===== src/rtl/flag_read_arbiter_pkg.sv =====
`default_nettype none
// ============================================================================
// Module : flag_read_arbiter_pkg
// Brief  : FSM state encoding and round-robin winner search for flag_read_arbiter.
// Rev    : 1.0
// ============================================================================
package flag_read_arbiter_pkg;

    localparam int c_MAX_FLAGS = 64;

    typedef enum logic [0:0] {
        ST_IDLE  = 1'b0,
        ST_OFFER = 1'b1
    } state_t;

    // First set flag at or after ptr, searching upward modulo n.
    // The loop runs downward so the lowest distance from ptr wins last.
    function automatic logic [5:0] rr_pick(input logic [c_MAX_FLAGS-1:0] flags,
                                           input logic [5:0]             ptr,
                                           input int                     n);
        logic [5:0] win;
        int         idx;
        win = ptr;
        for (int i = c_MAX_FLAGS - 1; i >= 0; i--) begin
            if (i < n) begin
                idx = (int'(ptr) + i) % n;
                if (flags[idx]) begin
                    win = 6'(idx);
                end
            end
        end
        return win;
    endfunction

endpackage
`default_nettype wire


===== src/rtl/flag_read_arbiter_if.sv =====
`default_nettype none
// ============================================================================
// Module : flag_read_arbiter_if
// Brief  : Valid/ready read handshake carrying the offered flag index.
// Rev    : 1.0
// ============================================================================
interface flag_read_arbiter_if #(
    parameter int IDX_W = 3
);
    logic             rdValid;
    logic             rdReady;
    logic [IDX_W-1:0] rdIdx;

    modport master (output rdValid, output rdIdx, input rdReady);
    modport slave  (input rdValid, input rdIdx, output rdReady);
endinterface
`default_nettype wire


===== src/rtl/flag_read_arbiter_flag_cell.sv =====
`default_nettype none
// ============================================================================
// Module : flag_cell
// Brief  : One set/clear flag bit; set has priority over clear.
// Rev    : 1.0
// ============================================================================
module flag_cell (
    input  wire logic clk,
    input  wire logic reset,
    input  wire logic set,
    input  wire logic clr,
    output logic      q
);
    logic r_q;

    always_ff @(posedge clk or posedge reset) begin
        if (reset) begin
            r_q <= 1'b0;
        end else begin
            r_q <= set | (r_q & ~clr);
        end
    end

    assign q = r_q;
endmodule
`default_nettype wire


===== src/rtl/flag_read_arbiter.sv =====
`default_nettype none
// ============================================================================
// Module : flag_read_arbiter
// Brief  : Read-and-clear flag bank offering one pending index at a time,
//          round-robin. FLAG_READ_ARBITER_OVERFLOW_EN adds sticky overflowOut.
// Rev    : 1.0
// ============================================================================
module flag_read_arbiter
    import flag_read_arbiter_pkg::*;
#(
    parameter int NUM_FLAGS = 8,
    parameter int IDX_W     = $clog2(NUM_FLAGS)
) (
    input  wire logic                 clk,
    input  wire logic                 reset,
    input  wire logic [NUM_FLAGS-1:0] setIn,
    flag_read_arbiter_if.master       rd,
    output logic                      anyPending
`ifdef FLAG_READ_ARBITER_OVERFLOW_EN
    ,
    output logic [NUM_FLAGS-1:0]      overflowOut
`endif
);
    state_t               r_state;
    state_t               w_state_nxt;
    logic [IDX_W-1:0]     r_idx;
    logic [IDX_W-1:0]     w_idx_nxt;
    logic [IDX_W-1:0]     r_ptr;
    logic [IDX_W-1:0]     w_ptr_nxt;
    logic [IDX_W-1:0]     w_pick;
    logic [NUM_FLAGS-1:0] w_flags;
    logic [NUM_FLAGS-1:0] w_clear;
    logic                 w_accept;

    assign w_accept = (r_state == ST_OFFER) && rd.rdReady;

    always_comb begin
        w_clear = '0;
        if (w_accept) begin
            w_clear[r_idx] = 1'b1;
        end
    end

    generate
        for (genvar i = 0; i < NUM_FLAGS; i++) begin : g_flag
            flag_cell u_cell (
                .clk   (clk),
                .reset (reset),
                .set   (setIn[i]),
                .clr   (w_clear[i]),
                .q     (w_flags[i])
            );
        end
    endgenerate

    assign w_pick = IDX_W'(rr_pick(64'(w_flags), 6'(r_ptr), NUM_FLAGS));

    always_comb begin
        w_state_nxt = r_state;
        w_idx_nxt   = r_idx;
        w_ptr_nxt   = r_ptr;
        case (r_state)
            ST_IDLE: begin
                if (|w_flags) begin
                    w_state_nxt = ST_OFFER;
                    w_idx_nxt   = w_pick;
                end
            end
            ST_OFFER: begin
                if (rd.rdReady) begin
                    w_state_nxt = ST_IDLE;
                    w_ptr_nxt   = (r_idx == IDX_W'(NUM_FLAGS - 1)) ? '0 : r_idx + 1'b1;
                end
            end
            default: w_state_nxt = ST_IDLE;
        endcase
    end

    always_ff @(posedge clk or posedge reset) begin
        if (reset) begin
            r_state <= ST_IDLE;
            r_idx   <= '0;
            r_ptr   <= '0;
        end else begin
            r_state <= w_state_nxt;
            r_idx   <= w_idx_nxt;
            r_ptr   <= w_ptr_nxt;
        end
    end

    assign rd.rdValid = (r_state == ST_OFFER);
    assign rd.rdIdx   = r_idx;
    assign anyPending = |w_flags;

`ifdef FLAG_READ_ARBITER_OVERFLOW_EN
    logic [NUM_FLAGS-1:0] r_ovf;

    // A set landing on a flag that survives this cycle would be merged away.
    always_ff @(posedge clk or posedge reset) begin
        if (reset) begin
            r_ovf <= '0;
        end else begin
            r_ovf <= r_ovf | (setIn & w_flags & ~w_clear);
        end
    end

    assign overflowOut = r_ovf;
`endif
endmodule
`default_nettype wire


===== src/flat_wrapper.sv =====
// flat-port wrapper written by rule: the top's interface ports become plain ports
module flag_read_arbiter_flat import flag_read_arbiter_pkg::*;
#(
    parameter int NUM_FLAGS = 8,
    parameter int IDX_W     = $clog2(NUM_FLAGS)
)
  (clk, reset, setIn, anyPending, rd_rdValid, rd_rdIdx, rd_rdReady);
  flag_read_arbiter_if #(.IDX_W(IDX_W)) rd_i ();
  input  wire logic clk;
  input  wire logic reset;
  input  wire logic [NUM_FLAGS-1:0] setIn;
  output logic anyPending;
  output wire logic [$bits(rd_i.rdValid)-1:0] rd_rdValid;
  output wire logic [$bits(rd_i.rdIdx)-1:0] rd_rdIdx;
  input wire logic [$bits(rd_i.rdReady)-1:0] rd_rdReady;
  assign rd_rdValid = rd_i.rdValid;
  assign rd_rdIdx = rd_i.rdIdx;
  assign rd_i.rdReady = rd_rdReady;
  flag_read_arbiter #(.NUM_FLAGS(NUM_FLAGS), .IDX_W(IDX_W)) u_core (.clk(clk), .reset(reset), .setIn(setIn), .rd(rd_i), .anyPending(anyPending));
endmodule

===== config.mk =====
export PLATFORM = sky130hd
export DESIGN_NAME = flag_read_arbiter_flat
export DESIGN_NICKNAME = d
export VERILOG_FILES = /design/src/rtl/flag_read_arbiter_pkg.sv /design/src/rtl/flag_read_arbiter_if.sv /design/src/rtl/flag_read_arbiter_flag_cell.sv /design/src/rtl/flag_read_arbiter.sv /design/src/flat_wrapper.sv
export SDC_FILE = /design/constraint.sdc
export NUM_CORES = 1
export LEC_CHECK = 0
export BUFFER_PORTS_ARGS = -buffer_cell sky130_fd_sc_hd__buf_2
export CAP_MARGIN = 20
export CORE_ASPECT_RATIO = 0.75
export CORE_MARGIN = 8
export CORE_UTILIZATION = 50
export CTS_CLUSTER_DIAMETER = 60
export CTS_CLUSTER_SIZE = 30
export DETAILED_ROUTE_END_ITERATION = 8
export GPL_ROUTABILITY_DRIVEN = 1
export PLACE_DENSITY = 0.7
export SLEW_MARGIN = 15
export SYNTH_ARGS = -nofsm -noshare
export SYNTH_HDL_FRONTEND = slang
export SYNTH_SLANG_ARGS = --single-unit

===== constraint.sdc =====
create_clock -name clk -period 3.5 [get_ports clk]
set_clock_uncertainty 0.1 [all_clocks]
set_input_delay 0.175 -clock clk [delete_from_list [all_inputs] [get_ports clk]]
set_output_delay 0.175 -clock clk [all_outputs]
set_load 0.02 [all_outputs]

==> impl_metrics.ini <==
[floorplan]
die_y_um = 63.1
die-area_sq_mm = 0.00497
die_x_um = 78.8
ioPinCount = 16
num_rows = 17
start_util = 0.515
coreArea_sq_mm = 0.00287

[timing]
finalWorstPathRequiredPeriod_ps = 3210
worst_slew_pin_slew_ps = 599
fmax_mhz = 312
rsz0062_at_grt = false
final-max-slew-violation-count = 0
holdWs_ps = 13.8
hold_viol_final = 0
setup_tns_ps = 0
finalSetupViolCount = 0
max-slew-margin-rel = 0.601
min_period_over_period = 0.916

[hold_path]
worstHoldStart = setIn[1]
hold_path.class = input pin to register

[cells_and_area]
layout.nets = 180
layout-drive-gt1-share = 0.274
antenna_cells = 0
syn_to_final_growth_pct = 11.5
nFillCells = 257
final_cell_mix = 15 x buf_2, 15 x dfrtp_1, 11 x mux2i_1, 10 x nand2_1, 8 x mux2_2

[route]
dr.max_layer_used = met4
wl_per_cell_um = 18.4
vias = 1218
drtIter0Drc = 172
m1WireLength_um = 1680
vias_per_cell = 6.03
drc = 0
wl_met3_um = 285
dr.pass1.iters = 4
route.met2.wl_um = 1710
antenna_left = 0
wl_um = 3720

[clock_network]
cts-root-buf = clkbuf_8
cts.clk_slew.worst_paths_ps = 70
hold_buffers = 6
clock_path_buffers = 2
cts_tree = yes
cts_setup_buffers = 0
cts_buffers = 3
clkLatencyLatePin_ps = 260
clock_sinks = 15
cts.repair.resized = 0
cts.htree.levels = 1

[global_route]
gr-usage-all-layers = 0.155
gr-total-overflow = 0
grt_max_degree = 22
grt_pass1_wl_um = 6220
grt_pass1_vias = 1212
antenna_found_initial = 0

[synth]
synth_edf_count = 0
syn_inst = 145
avgSynthCellArea_sq_um = 10.2
synth_seq_cells = 15
synth_warnings = 0
ys_async_sr_fraction = 1.00
synth.largest_area_cell = dfrtp_1
ys_seq_area_frac = 0.254
syn-num-nets = 160
synth.cell_area_sq_mm = 0.00148
synth_flop_cell = dfrtp_1
yosysUniqueCellTypes = 45
yosysTopAreaCellShare = 0.254
synth_area_leaders = dfrtp_1 25%, mux4_2 11%, mux2i_1 7.4%

[place]
hpwlAfterDp_um = 2750
gp_congestion = 0.931
portBuffers = 15

[pwr]
p_leak_nw = 0.645
power_density_mw_per_mm2 = 724
vdd_drop_max_v = 0.000460

[setup_path]
startpoint_type = register
cp_data_required_time_ps = 3540
cp.arrival_ps = 3250
path_max_fanout = 9
startpoint = u_core.r_ptr[1]
cp-end-kind = register
path_class = register to register
r2r_start = u_core.r_ptr[1]

[run]
maxCapViolations = 0

[outcome]
status = finished, final reports clean
[per-layer routing]
layer | vias to the layer above | GRT usage
li1 | 594 | -
met1 | 564 | 0.218
met2 | 53 | 0.226
met3 | 7 | 0.0354
met4 | 0 | 0.0530
met5 | - | 0
[power breakdown]
group | internal, mW | leakage, nW | switching, mW
clock network | 0.0802 | 0.0217 | 0.0729
logic | 0.331 | 0.468 | 0.405
registers | 0.219 | 0.156 | 0.0863
[through the flow]
step,cells,power (mW),area (sq um),setup slack (ps),util
after floorplan,145,0.918,1480,555,-
after global placement,192,0.996,1540,521,0.536
after detailed placement,192,1.02,1540,317,0.536
after CTS,202,1.18,1650,302,0.574
after global routing,202,1.27,1650,180,0.574
final,202,1.19,1650,293,0.574
[layout make-up]
class                           instances  area [sq um]  share of cell area
Inverter                                8          30.0              0.0182
Clock buffer                            3          41.3              0.0250
Sequential cell                        15           375               0.228
Tap cell                               38          47.5              0.0288
Multi-Input combinational cell        113           990               0.600
Clock inverter                          1          7.51             0.00455
Timing Repair Buffer                   24           158              0.0956
[worst max-delay path, stage by stage (launching register included)]
cell and delay, ps:
dfrtp_1 370, clkinv_1 250, ha_1 600, mux4_2 620, a21bo_4 210, a21oi_2 50, a2111oi_2 360, o221ai_1 190
a221o_1 350
[registers in the layout, summed over array words and instances, names as in the netlist]
name	flops
u_core.r_ptr	3
u_core.rd.rdValid	1
u_core.g_flag.u_cell.q	8
u_core.rd.rdIdx	3
[path summary, 6_finish.rpt]
kind	end	slack (ps)	cells after the start
hold reg to reg	u_core.rd.rdValid	490	1
setup / recovery	u_core.rd.rdIdx[2]	290	8
setup reg to reg	u_core.rd.rdIdx[2]	290	8
hold / removal	u_core.g_flag[1].u_cell.q	10	2
min in group asynchronous	u_core.g_flag[4].u_cell.q	420	3
max in group asynchronous	u_core.r_ptr[1]	2490	3
[cell usage after synthesis, types with 2 or more instances]
library cell,count
dfrtp_1,15
mux2i_1,11
ha_1,4
o211ai_1,3
mux2_4,2
inv_1,7
nand3b_1,2
buf_6,5
a21o_1,6
nand2_1,10
nor4_1,2
mux2_2,8
buf_4,2
nand3_1,7
nor3_1,3
a21oi_1,7
o31ai_1,2
and3_1,2
a21oi_2,2
mux4_2,7
o21ai_0,2
a22o_1,2
nand2b_1,4
o221ai_1,3
nor2_1,6
or3b_2,2
[logic make-up after synthesis]
kind of cell    after synthesis  share of synthesized area
simple gates                 41                      0.146
compound gates               36                      0.190
mux                          30                      0.288
buf+inv                      17                     0.0770
flops                        15                      0.254
fa+ha+maj                     4                     0.0338
xor+xnor                      2                     0.0118
(Power assumes the default switching activity.)
